===== src/rtl/secded_pkg.sv =====
// Shared definitions for the Hamming(7,4)+P SECDED link.
`timescale 1ns/1ps
package secded_pkg;

   localparam int CW_W   = 8;
   localparam int DATA_W = 4;

   localparam int B_P1 = 0;
   localparam int B_P2 = 1;
   localparam int B_D1 = 2;
   localparam int B_P3 = 3;
   localparam int B_D2 = 4;
   localparam int B_D3 = 5;
   localparam int B_D4 = 6;
   localparam int B_P  = 7;

   typedef enum logic [1:0] {
      NONE,
      SINGLE,
      DOUBLE,
      PARITY
   } err_class_e;

endpackage


===== src/rtl/secded_decode_comb.sv =====
// Combinational SECDED decoder: syndrome, error class, corrected data.
`timescale 1ns/1ps
module secded_decode_comb
   import secded_pkg::*;
(
   input  logic [CW_W-1:0]   cw_i,
   output logic [DATA_W-1:0] data_o,
   output logic [2:0]        syndrome_o,
   output err_class_e        class_o
);

   logic [2:0]      s;
   logic            p;
   logic            fix;
   logic [CW_W-1:0] c;

   always_comb begin
      s[0] = cw_i[B_P1] ^ cw_i[B_D1] ^ cw_i[B_D2] ^ cw_i[B_D4];
      s[1] = cw_i[B_P2] ^ cw_i[B_D1] ^ cw_i[B_D3] ^ cw_i[B_D4];
      s[2] = cw_i[B_P3] ^ cw_i[B_D2] ^ cw_i[B_D3] ^ cw_i[B_D4];
      p    = ^cw_i;
      fix  = (s != 3'd0) && p;
      c    = cw_i;
      // syndrome names the 1-based Hamming position to flip
      for (int i = 0; i < 7; i++) begin
         if (fix && (s == 3'(i + 1))) c[i] = ~cw_i[i];
      end
      data_o     = {c[B_D4], c[B_D3], c[B_D2], c[B_D1]};
      syndrome_o = s;
      unique case (1'b1)
         (s != 3'd0) &&  p: class_o = SINGLE;
         (s != 3'd0) && !p: class_o = DOUBLE;
         (s == 3'd0) &&  p: class_o = PARITY;
         default:           class_o = NONE;
      endcase
   end

endmodule


===== src/rtl/hamming_secded_rx.sv =====
// Serial SECDED receiver: deserializer FSM, one-entry output buffer,
// saturating error counters.
`timescale 1ns/1ps
module hamming_secded_rx
   import secded_pkg::*;
#(
   parameter int CNT_W = 8
) (
   input  logic             clk,
   input  logic             rst,
   input  logic             i_tick,
   input  logic             i_line,
   output logic             o_valid,
   input  logic             i_ready,
   output logic [3:0]       o_data,
   output logic [2:0]       o_syndrome,
   output logic             o_1bit_error,
   output logic             o_2bit_error,
   output logic             o_parity_error,
   output logic             o_frame_error,
   output logic             o_overrun,
   input  logic             i_cnt_clr,
   output logic [CNT_W-1:0] o_cnt_1bit,
   output logic [CNT_W-1:0] o_cnt_2bit,
   output logic [CNT_W-1:0] o_cnt_par
);

   typedef enum logic [1:0] {
      S_IDLE,
      S_DATA,
      S_STOP,
      S_WAIT
   } state_e;

   state_e          state_q;
   logic [2:0]      bitcnt_q;
   logic [CW_W-1:0] sr_q;
   logic            ferr_q;

   logic              valid_q;
   logic [DATA_W-1:0] data_q;
   logic [2:0]        syn_q;
   logic              e1_q;
   logic              e2_q;
   logic              ep_q;
   logic              ovr_q;

   logic [CNT_W-1:0] c1_q, c1_d;
   logic [CNT_W-1:0] c2_q, c2_d;
   logic [CNT_W-1:0] cp_q, cp_d;

   logic [DATA_W-1:0] dec_data;
   logic [2:0]        dec_syn;
   err_class_e        dec_cls;

   logic frame_ok;
   logic accept;
   logic drop;

   secded_decode_comb u_dec (
      .cw_i       (sr_q),
      .data_o     (dec_data),
      .syndrome_o (dec_syn),
      .class_o    (dec_cls)
   );

   assign frame_ok = i_tick && (state_q == S_STOP) && i_line;
   assign accept   = frame_ok && (!valid_q || i_ready);
   assign drop     = frame_ok && valid_q && !i_ready;

   always_ff @(posedge clk) begin
      if (rst) begin
         state_q  <= S_IDLE;
         bitcnt_q <= 3'd0;
         sr_q     <= '0;
         ferr_q   <= 1'b0;
      end else begin
         ferr_q <= 1'b0;
         if (i_tick) begin
            unique case (state_q)
               S_IDLE: begin
                  if (!i_line) begin
                     state_q  <= S_DATA;
                     bitcnt_q <= 3'd0;
                  end
               end
               S_DATA: begin
                  sr_q[bitcnt_q] <= i_line;
                  bitcnt_q       <= bitcnt_q + 3'd1;
                  if (bitcnt_q == 3'd7) state_q <= S_STOP;
               end
               S_STOP: begin
                  if (i_line) begin
                     state_q <= S_IDLE;
                  end else begin
                     ferr_q  <= 1'b1;
                     state_q <= S_WAIT;
                  end
               end
               S_WAIT: begin
                  if (i_line) state_q <= S_IDLE;
               end
            endcase
         end
      end
   end

   always_ff @(posedge clk) begin
      if (rst) begin
         valid_q <= 1'b0;
         data_q  <= '0;
         syn_q   <= 3'd0;
         e1_q    <= 1'b0;
         e2_q    <= 1'b0;
         ep_q    <= 1'b0;
         ovr_q   <= 1'b0;
      end else begin
         ovr_q <= drop;
         if (accept) begin
            valid_q <= 1'b1;
            data_q  <= dec_data;
            syn_q   <= dec_syn;
            e1_q    <= (dec_cls == SINGLE);
            e2_q    <= (dec_cls == DOUBLE);
            ep_q    <= (dec_cls == PARITY);
         end else if (i_ready) begin
            valid_q <= 1'b0;
         end
      end
   end

   function automatic logic [CNT_W-1:0] bump(
      input logic [CNT_W-1:0] c,
      input logic             hit
   );
      return (hit && (c != '1)) ? c + CNT_W'(1) : c;
   endfunction

   always_comb begin
      c1_d = bump(c1_q, accept && (dec_cls == SINGLE));
      c2_d = bump(c2_q, accept && (dec_cls == DOUBLE));
      cp_d = bump(cp_q, accept && (dec_cls == PARITY));
      if (i_cnt_clr) begin
         c1_d = '0;
         c2_d = '0;
         cp_d = '0;
      end
   end

   always_ff @(posedge clk) begin
      if (rst) begin
         c1_q <= '0;
         c2_q <= '0;
         cp_q <= '0;
      end else begin
         c1_q <= c1_d;
         c2_q <= c2_d;
         cp_q <= cp_d;
      end
   end

   assign o_valid        = valid_q;
   assign o_data         = data_q;
   assign o_syndrome     = syn_q;
   assign o_1bit_error   = e1_q;
   assign o_2bit_error   = e2_q;
   assign o_parity_error = ep_q;
   assign o_frame_error  = ferr_q;
   assign o_overrun      = ovr_q;
   assign o_cnt_1bit     = c1_q;
   assign o_cnt_2bit     = c2_q;
   assign o_cnt_par      = cp_q;

endmodule


===== config.mk =====
export PLATFORM = sky130hd
export DESIGN_NAME = hamming_secded_rx
export DESIGN_NICKNAME = d
export VERILOG_FILES = /design/src/rtl/secded_pkg.sv /design/src/rtl/secded_decode_comb.sv /design/src/rtl/hamming_secded_rx.sv
export SDC_FILE = /design/constraint.sdc
export NUM_CORES = 1
export LEC_CHECK = 0
export ABC_AREA = 1
export CAP_MARGIN = 20
export CORE_MARGIN = 1.5
export CORE_UTILIZATION = 46
export CTS_CLUSTER_DIAMETER = 50
export DETAILED_ROUTE_END_ITERATION = 7
export PLACE_DENSITY = 0.68
export SETUP_SLACK_MARGIN = 0.4
export SYNTH_ARGS = -nofsm -noshare
export SYNTH_HDL_FRONTEND = slang
export SYNTH_HIERARCHICAL = 1
export SYNTH_SLANG_ARGS = --single-unit
export TNS_END_PERCENT = 50

===== constraint.sdc =====
create_clock -name clk -period 2.65 [get_ports clk]
set_input_delay 0.265 -clock clk [delete_from_list [all_inputs] [get_ports clk]]
set_output_delay 0.265 -clock clk [all_outputs]
set_load 0.01 [all_outputs]

==> results by group, run 1 <==
Setup path
  • WP data required: 2.87 ns
  • CP startpoint kind: register
  • Slowest stage cell, crit path: dfxtp_4
  • CP max FO: 8
  • CP dominant cell by count: nand2_4
  • Worst Setup End Kind: register
  • Crit path cell chain: inv_4, nand2_4, nand2_4, nand2_4, nand2_4, inv_4, nor3_4, inv_2, ha_4, nor2_4, nor2_4, nor2_4, inv_2, nor3_4, buf_12, nand3_2, nand2_1, nor2_1
  • CP arrival: 2.47 ns
  • Crit Path Category: reg -> reg
  • CP max stage delay: 0.40 ns

Clock network
  • CTS tree: done
  • Clock-pin transition on the worst setup and hold timing paths: 0.10 ns
  • Clk buf depth: 2
  • Hold buffers post-CTS: 0
  • Cts bufs inserted: 5
  • CTS Root Buffer Type: clkbuf_8
  • Clock sink total: 50
  • Skew-Pair Late Insertion Delay: 0.31 ns
  • # H-tree levels: 2

Detailed routing
  • DRC viols: 0
  • ANT nets after route: 0
  • DR vias: 3083
  • Drt first pass iters: 4
  • DRT iter0 DRCs: 140
  • Vias per cell: 5.04
  • Routed len/inst: 12.2 um
  • Final WL: 7450 um

Timing
  • Fmax: 444 MHz
  • Worst-margin pin slew: 0.471 ns
  • RSZ-0062 raised after global routing: yes
  • Final setup violation count: 0
  • Slew HR: 0.686
  • Setup TNS: 0 ns
  • Final cycle utilization of the critical path: 0.849
  • Slew Limit Fails: 0
  • Worst Skew: 0.00927 ns
  • Final min period: 2.25 ns
  • Final Hold Fails: 0

Logic synthesis
  • Post-synthesis sequential area ratio: 0.340
  • Asr flop ratio synth: 0
  • Synth Cell Area: 2940 um2
  • Top FF cell, synth: dfxtp_1
  • Most frequent cell after synthesis: nand2_1
  • Top post-synthesis cells by area: dfxtp_1, nand2_1, nor2_1, inv_1, a21oi_1
  • Most area-hungry cell type in the Yosys netlist: dfxtp_1
  • Commonest cells in the synthesized netlist: nand2_1, nor2_1, inv_1, dfxtp_1, a21oi_1
  • Post-synth top area share: 0.340
  • Synthesized Nets: 487
  • Syn Inst Count: 473
  • Syn Area/Cell: 6.22 um2
  • Yosys warns: 6
  • Post-synth EDFFs: 0
  • Post-synth cell types: 28
  • FF+latch count, synth: 50

Finish
  • Final Instance Count excl. Fillers: 612
  • Final instance area: 3980 um2
  • Share of cells above drive strength 1: 0.182
  • Area delta synth->final: 35.0%
  • Nets: 550
  • Antenna Cells: 0
  • Core Util, Final: 0.656

Pwr
  • Leakage power: 0.00169 uW
  • Max VDD drop: 0.000209 V
  • Pwr per Cell Area: 374 nW/um2

Place
  • Port bufs: 42
  • GPL Wtd Cong: 0.845
  • Placed cell area: 3490 um2
  • Placed Cells incl. Taps: 588
  • Detail Placement HPWL: 4940 um

Die
  • Ports: 43
  • CORE AREA: 6060 um2
  • Initial Utilization: 0.486
  • Die X: 83 um
  • Die area: 6890 um2
  • Row count: 28
  • Die height: 83 um

Global routing
  • Largest net degree at the start of global routing: 22
  • Number of global-route vias before repair: 2614
  • First-pass GRT wire length: 11800 um
  • Gr ovfl total: 0
  • Total GRT Usage: 0.204
  • Initial antenna violation count: 0

Min path
  • Worst hold path class: reg -> reg

Status
  • Status: completed

Run
  • Max Cap Viol: 0
-- metal layers --
metal / share of wire / track usage / up-vias
li1: - / - / 1604
met4: 0.014 / 0.0409 / 0
met5: 0 / 0 / -
met2: 0.48 / 0.349 / 83
met3: 0.041 / 0.0338 / 10
met1: 0.46 / 0.273 / 1386
-- final timing paths --
check         startpoint             to  slack [ns]  cells past startpoint
max              sr_q[5]  o_cnt_2bit[7]        0.40                     18
min          bitcnt_q[0]    bitcnt_q[0]        0.51                      2
min reg2reg  bitcnt_q[0]    bitcnt_q[0]        0.51                      2
max reg2reg      sr_q[5]  o_cnt_2bit[7]        0.40                     18
-- state kept, by name (all words and copies together), names as in the netlist, 2 cells and up --
| register | cells |
|---|---|
| bitcnt_q | 3 |
| o_cnt_1bit | 8 |
| o_cnt_2bit | 8 |
| o_cnt_par | 8 |
| o_data | 4 |
| o_syndrome | 3 |
| sr_q | 8 |
| state_q | 2 |
-- final cells by class --
cell class / count / area (um2)
clock buffers: 6 / 72.6
inverters: 68 / 270
multi-input cells: 347 / 1860
clock inverters: 2 / 37.5
fillers: 534 / 2090
flip-flops and latches: 50 / 1020
well taps: 75 / 93.8
repair buffers: 64 / 622
-- cells in the final DEF (no fill, tap or decap) --
cell type,synthesis,routed
xor2_2,0,2
nand3_2,2,3
nor3_4,1,3
nor2_1,84,81
xnor2_2,0,3
clkinvlp_4,0,1
o21ai_1,2,4
o21ai_0,20,18
bufinv_16,0,1
buf_4,2,17
nor3_2,3,1
clkdlybuf4s50_1,0,42
a21oi_1,32,32
nand3b_1,1,1
nand2_4,1,10
nor2_4,1,4
nor3_1,6,6
nand4_1,8,8
nand4_4,1,1
inv_1,62,55
dfxtp_1,50,43
dfxtp_4,0,5
nand3_1,26,24
dfxtp_2,0,2
ha_4,0,3
nand2_1,133,119
nand3_4,1,2
clkbuf_8,0,5
or2_2,1,1
inv_2,6,8
inv_6,0,1
clkbuf_1,3,1
nand2_2,11,16
inv_4,0,4
buf_6,0,3
buf_12,0,2
ha_1,8,5
-- critical path, delay by kind of cell, from the launching register on --
family | cells | cell delay, ns
adders and majority gates | 1 | 0.17
buffers and inverters | 5 | 0.40
DFF | 1 | 0.40
and+or+nand+nor | 12 | 1.18
-- logic make-up after synthesis --
kind of cell	after synthesis	share of synthesized area
DFF	50	0.340
xor gates and xnor gates	5	0.0149
buffers and inverters	76	0.0999
AOI/OAI and AO/OA	54	0.0918
and+or+nand+nor	280	0.419
adders and majority gates	8	0.0340
-- power breakdown --
part	switching, uW	total (uW)	internal [uW]
registers	11.5	768	757
clock network	264	546	282
logic	101	174	72.9
-- metrics by stage --
stage / worst slack [ns] / power, uW / hold WS [ns]
after floorplan: 0.415 / 875 / 0.343
after global placement: 0.254 / 918 / 0.484
after detailed placement: 0.162 / 921 / 0.492
after CTS: 0.374 / 1480 / 0.506
after global routing: 0.252 / 1560 / 0.539
final: 0.400 / 1490 / 0.509
-- what timing repair did --
| action | in CTS | in global routing |
|---|---|---|
| pin swaps | 14 | 21 |
| setup endpoints to repair | 27 | 27 |
| setup buffers | 10 | 6 |
| resized for setup | 32 | 41 |
No activity file was read; power rests on OpenSTA's default activity.
==> run 2, diff against run 1 <==
==> constraint.sdc (replaced) <==
create_clock -name clk -period 2.2 [get_ports clk]
set_input_delay 0.22 -clock clk [delete_from_list [all_inputs] [get_ports clk]]
set_output_delay 0.22 -clock clk [all_outputs]
set_load 0.01 [all_outputs]
==> run 2 against run 1 <==
Net effect: the run now ends with negative setup slack left; non-clock buffer count grew 16; setup slack got worse by 0.42 ns; global-route usage increased by 0.18 points; combinational power rose by 24%; worst hold slack worse by 0.0017 ns; sequential power up 20%; total power is 20% higher; sequential cell count stayed put; clock power increased by 17%; critical path type unchanged; largest cell class unchanged; highest routed layer unchanged.
==> results by group, run 2 (synthesis gave the netlist of run 1 again) <==
Status
  • Status: finished, violations left (was completed)
  • Failing checks: negative setup slack

Timing
  • RSZ-0062 raised after global routing: yes (unchanged)
  • Setup TNS: -0.0634 ns (was 0 ns)
  • Fmax: 451 MHz (was 444 MHz)
  • Worst Skew: 0.00952 ns (was 0.00927 ns)
  • Slew Limit Fails: 0 (unchanged)
  • Worst-margin pin slew: 0.489 ns (was 0.471 ns)
  • Slew HR: 0.674 (was 0.686)
  • Final min period: 2.22 ns (was 2.25 ns)
  • Worst hold slack: 0.508 ns (was 0.509 ns)
  • Worst setup margin: -0.0177 ns (was 0.400 ns)
  • Final cycle utilization of the critical path: 1.01 (was 0.849)
  • Final Hold Fails: 0 (unchanged)
  • Final setup violation count: 7 (was 0)

Setup path
  • Crit path cell chain: inv_2, buf_6, nand2_2, nand2_2, nand2_2, nand2_4, nor3_4, buf_6, inv_4, ha_4, nor2_4, nor2_4, nor2_4, inv_2, nor3_4, buf_6, buf_4, a21oi_2, nor2_1 (was inv_4, nand2_4, nand2_4, nand2_4, nand2_4, inv_4, nor3_4, inv_2, ha_4, nor2_4, nor2_4, nor2_4, inv_2, nor3_4, buf_12, nand3_2, nand2_1, nor2_1)
  • Crit Path Category: reg -> reg (unchanged)
  • CP max FO: 8 (unchanged)
  • CP max stage delay: 0.39 ns (was 0.40 ns)
  • WP data required: 2.45 ns (was 2.87 ns)
  • Slowest stage cell, crit path: dfxtp_4 (unchanged)
  • CP Buf/Inv Count: 7 (was 5)
  • Worst Setup End Kind: register (unchanged)
  • CP arrival: 2.47 ns (about the same)
  • Crit path max-delay family: simple AND/OR/NAND/NOR gates (unchanged)
  • CP startpoint kind: register (unchanged)

Clock network
  • Clk buf depth: 2 (unchanged)
  • Skew-Pair Late Insertion Delay: 0.31 ns (about the same)
  • Clock-pin transition on the worst setup and hold timing paths: 0.10 ns (about the same)
  • Clock sink total: 50 (unchanged)
  • CTS tree: done (unchanged)
  • # H-tree levels: 2 (unchanged)
  • CTS Root Buffer Type: clkbuf_8 (unchanged)
  • Cts bufs inserted: 5 (unchanged)

Finish
  • Antenna Cells: 0 (unchanged)
  • Core Util, Final: 0.684 (was 0.656)
  • Commonest non-fill, non-tap cell in the layout: nand2_1 (unchanged)
  • Share of cells above drive strength 1: 0.246 (was 0.182)
  • Nets: 566 (was 550)
  • Area delta synth->final: 40.8% (was 35.0%)
  • Most frequent cells in the layout: nand2_1, nor2_1, inv_1, dfxtp_1, clkdlybuf4s50_1 (unchanged)
  • Final Instance Count excl. Fillers: 628 (was 612)

Global routing
  • First-pass GRT wire length: 12100 um (was 11800 um)
  • Gr ovfl total: 0 (unchanged)
  • Number of global-route vias before repair: 2740 (was 2614)
  • Total GRT Usage: 0.206 (was 0.204)
  • Met1 Use GR: 0.276 (was 0.273)
  • Initial antenna violation count: 0 (unchanged)
  • Largest net degree at the start of global routing: 18 (was 22)
  • GR Layer Usage met3: 0.0328 (was 0.0338)
  • Grt met2 use: 0.349 (unchanged)
  • GRT busiest layer: met2 (unchanged)

Die
  • Die height: 83 um (unchanged)
  • Row count: 28 (unchanged)
  • Initial Utilization: 0.486 (unchanged)
  • Ports: 43 (unchanged)
  • CORE AREA: 6060 um2 (unchanged)
  • Die X: 83 um (unchanged)
  • Die area: 6890 um2 (unchanged)

Detailed routing
  • Routed len/inst: 11.4 um (was 12.2 um)
  • DRC viols: 0 (unchanged)
  • Final WL: 7140 um (was 7450 um)
  • DRT iter0 DRCs: 122 (was 140)
  • Drt first pass iters: 5 (was 4)
  • DR vias: 3043 (was 3083)
  • Vias per cell: 4.85 (was 5.04)
  • ANT nets after route: 0 (unchanged)

Place
  • Pre-CTS WS: -0.110 ns (was 0.162 ns)
  • Port bufs: 42 (unchanged)
  • GPL Wtd Cong: 0.877 (was 0.845)
  • Placed Cells incl. Taps: 608 (was 588)
  • Detail Placement HPWL: 5050 um (was 4940 um)

Run
  • Max Cap Viol: 0 (unchanged)

Pwr
  • Pwr per Cell Area: 430 nW/um2 (was 374 nW/um2)
  • Leakage power: 0.00177 uW (was 0.00169 uW)
  • Max VDD drop: 0.000232 V (was 0.000209 V)

Min path
  • Worst hold path class: reg -> reg (unchanged)
-- run 2: changes by cell type in the layout (fill, tap and decap cells not counted), sizes merged --
cell	previous run	this run
clkbuf	6	8
bufinv	1	0
buf	22	38
clkinvlp	1	0
-- run 2: worst paths after layout --
path	startpoint	slack, ns	to	cells after the start
max	sr_q[2]	-0.02	o_cnt_2bit[2]	19
min	bitcnt_q[0]	0.51	bitcnt_q[0]	2
max reg2reg	sr_q[2]	-0.02	o_cnt_2bit[2]	19
min reg2reg	bitcnt_q[0]	0.51	bitcnt_q[0]	2
-- run 2: through the flow --
| step | cell area [um2] | total power (uW) |
|---|---|---|
| final | 4140 | 1780 |
| after global routing | 4140 | 1850 |
| after CTS | 3960 | 1770 |
| after detailed placement | 3690 | 1140 |
| after global placement | 3690 | 1130 |
| after floorplan | 3020 | 1070 |
-- run 2: routing by layer --
layer	up-vias	part of all wire
met5	-	0
met3	6	0.030
met2	51	0.47
met4	0	0.0094
li1	1630	-
met1	1356	0.49
-- run 2: timing repair --
item / in CTS / in global routing
endpoints found under the setup margin: 31 / 31
resized for setup: 31 / 46
pin swaps: 25 / 34
hold buffers: 0 / 0
buffers inserted: 7 / 5
-- run 2: worst register-to-register path, delay by kind of cell, from the launching register on --
kind / cells / cell delay (ns)
compound gates: 1 / 0.04
fa+ha+maj: 1 / 0.15
buf+inv: 7 / 0.65
flops: 1 / 0.39
simple gates: 10 / 0.93
-- run 2: where the power goes --
group | switching [uW] | total [uW] | internal [uW]
combinational | 121 | 216 | 95.0
sequential | 14.2 | 925 | 911
clock | 321 | 639 | 318
-- run 2: final cells by class --
class,instances,area (um2)
well taps,75,93.8
multi-input cells,347,1880
inverters,68,265
flip-flops and latches,50,1020
repair buffers,80,767
fillers,541,1920
clock buffers,8,110
==> run 3, diff against run 2 <==
--- a/config.mk
+++ b/config.mk
@@ -10,9 +10,10 @@
 export CORE_MARGIN = 1.5
 export CORE_UTILIZATION = 46
 export CTS_CLUSTER_DIAMETER = 50
+export CTS_CLUSTER_SIZE = 28
 export DETAILED_ROUTE_END_ITERATION = 7
 export PLACE_DENSITY = 0.68
-export SETUP_SLACK_MARGIN = 0.4
+export SETUP_SLACK_MARGIN = 0.02
 export SYNTH_ARGS = -nofsm -noshare
 export SYNTH_HDL_FRONTEND = slang
 export SYNTH_HIERARCHICAL = 1
==> run 3 against run 2 <==
Net effect: clock skew shrank 0.0011 ns; clock power decreased by 12%; setup slack improved by 0.0094 ns; via count rose by 1.4%; clock-buffer cell count is 1 lower; highest routed layer unchanged; first-iteration DRC count rose by 44%; the run still ends with negative setup slack left.
==> results by group, run 3 (synthesis gave the netlist of run 1 again) <==
Place
  • Port bufs: 42 (unchanged)
  • GPL Wtd Cong: 0.871 (was 0.877)
  • Placed Cells incl. Taps: 603 (was 608)
  • Detail Placement HPWL: 4970 um (was 5050 um)

Status
  • Status: finished, violations left (unchanged)
  • Failing checks: negative setup slack (unchanged)

Die
  • Die X: 83 um (unchanged)
  • Initial Utilization: 0.486 (unchanged)
  • Die height: 83 um (unchanged)
  • Ports: 43 (unchanged)
  • Die area: 6890 um2 (unchanged)
  • Row count: 28 (unchanged)
  • CORE AREA: 6060 um2 (unchanged)

Global routing
  • First-pass GRT wire length: 12000 um (was 12100 um)
  • Gr ovfl total: 0 (unchanged)
  • Largest net degree at the start of global routing: 22 (was 18)
  • Initial antenna violation count: 0 (unchanged)
  • Total GRT Usage: 0.205 (was 0.206)
  • Number of global-route vias before repair: 2735 (was 2740)

Timing
  • RSZ-0062 raised after global routing: yes (unchanged)
  • Final min period: 2.21 ns (was 2.22 ns)
  • Worst Skew: 0.00843 ns (was 0.00952 ns)
  • Slew HR: 0.660 (was 0.674)
  • Worst setup margin: -0.00832 ns (was -0.0177 ns)
  • Final cycle utilization of the critical path: 1.00 (was 1.01)
  • Worst-margin pin slew: 0.509 ns (was 0.489 ns)
  • Final setup violation count: 2 (was 7)
  • Slew Limit Fails: 0 (unchanged)
  • Final Hold Fails: 0 (unchanged)
  • Setup TNS: -0.0158 ns (was -0.0634 ns)
  • Fmax: 453 MHz (was 451 MHz)

Setup path
  • CP max FO: 8 (unchanged)
  • WP data required: 2.44 ns (was 2.45 ns)
  • Worst Setup End Kind: register (unchanged)
  • CP arrival: 2.45 ns (was 2.47 ns)
  • CP startpoint kind: register (unchanged)
  • Crit Path Category: reg -> reg (unchanged)

Clock network
  • Skew-Pair Late Insertion Delay: 0.30 ns (was 0.31 ns)
  • Clock-pin transition on the worst setup and hold timing paths: 0.09 ns (was 0.10 ns)
  • CTS tree: done (unchanged)
  • Clk buf depth: 2 (unchanged)
  • Clock sink total: 50 (unchanged)
  • Cts bufs inserted: 5 (unchanged)
  • # H-tree levels: 2 (unchanged)
  • CTS Root Buffer Type: clkbuf_8 (unchanged)
  • Hold buffers post-CTS: 0 (unchanged)

Finish
  • Share of cells above drive strength 1: 0.177 (was 0.246)
  • Commonest non-fill, non-tap cell in the layout: nand2_1 (unchanged)
  • Nets: 561 (was 566)
  • Antenna Cells: 0 (unchanged)
  • Final Instance Count excl. Fillers: 623 (was 628)
  • Area delta synth->final: 33.9% (was 40.8%)
  • Fillers: 551 (was 541)
  • Most frequent cells in the layout: nand2_1, nor2_1, inv_1, dfxtp_1, clkdlybuf4s50_1 (unchanged)

Run
  • Max Cap Viol: 0 (unchanged)

Detailed routing
  • Routed len/inst: 11.3 um (was 11.4 um)
  • DRT iter0 DRCs: 176 (was 122)
  • Drt first pass iters: 4 (was 5)
  • Vias per cell: 4.95 (was 4.85)
  • DR vias: 3086 (was 3043)
  • Routed wl met2: 3470 um (was 3380 um)
  • Max layer used: met4 (unchanged)
  • DRC viols: 0 (unchanged)
  • Post-route met1 wirelength: 3260 um (was 3480 um)
  • Final WL: 7070 um (was 7140 um)
  • Met3 routed wirelength: 242 um (was 217 um)
  • ANT nets after route: 0 (unchanged)

Min path
  • Worst hold path class: reg -> reg (unchanged)

Pwr
  • Max VDD drop: 0.000264 V (was 0.000232 V)
  • Design Power: 1680 uW (was 1780 uW)
  • Leakage power: 0.00172 uW (was 0.00177 uW)
  • Pwr per Cell Area: 427 nW/um2 (was 430 nW/um2)
run 3: changes by cell type in the layout (fill, tap and decap cells not counted), moves of 5 or more:
cell	delta
nand2_2	-16
nand2_1	+15
buf_6	-12
inv_1	+7
buf_4	+6
inv_2	-5
nand3_1	+5
nand3_2	-5
run 3: routing by layer:
layer  global-route usage  up-vias
li1                     -     1625
met1                0.261     1396
met3               0.0278        8
met4               0.0515        0
met5                    0        -
met2                0.365       57
run 3: per-stage QoR:
step / cell area, um2 / util / setup WS (ns) / hold WS [ns]
after floorplan: 2960 / - / 0.0385 / 0.298
after global placement: 3620 / 0.598 / -0.100 / 0.488
after detailed placement: 3620 / 0.598 / -0.131 / 0.486
after CTS: 3870 / 0.639 / -0.0329 / 0.507
after global routing: 3940 / 0.650 / -0.187 / 0.523
final: 3940 / 0.650 / -0.00832 / 0.497
run 3: path summary, 6_finish.rpt:
kind	depth (start not counted)	start	slack [ns]	end
setup / recovery	19	sr_q[4]	-0.008	o_cnt_2bit[6]
hold / removal	2	o_2bit_error	0.50	o_2bit_error
setup reg to reg	19	sr_q[4]	-0.008	o_cnt_2bit[6]
hold reg to reg	2	o_2bit_error	0.50	o_2bit_error
run 3: area by class of cell:
type / count / area (um2) / area share
clock buffer: 7 / 86.3 / 0.0219
clock inverter: 1 / 5.00 / 0.00127
inverter: 68 / 260 / 0.0660
multi-input combinational: 347 / 1780 / 0.453
sequential: 50 / 1010 / 0.257
tap: 75 / 93.8 / 0.0238
timing repair buffer: 75 / 697 / 0.177
run 3: power by group:
part	leakage, uW	switching, uW	internal [uW]
sequential	0.000408	14.0	915
clock	0.0000482	305	255
combinational	0.00126	115	79.1
run 3: repair_timing:
item                                    CTS  global route
pin swaps                                14            10
resized for setup                        27            13
setup buffers                             9             3
endpoints found under the setup margin   21            29
run 3: critical path: stages, from the launching register on:
cell and delay (ns):
dfxtp_2 0.38, inv_4 0.09, nand2_1 0.06, nand2_1 0.10
nand2_2 0.07, nand2_2 0.07, inv_2 0.05, nor3_4 0.26
inv_2 0.07, ha_4 0.17, nor2_4 0.12, nor2_4 0.05
nor2_4 0.11, inv_2 0.05, nor3_4 0.14, buf_12 0.15
nand2_2 0.04, nand2_1 0.06, inv_1 0.03, nor2_1 0.08
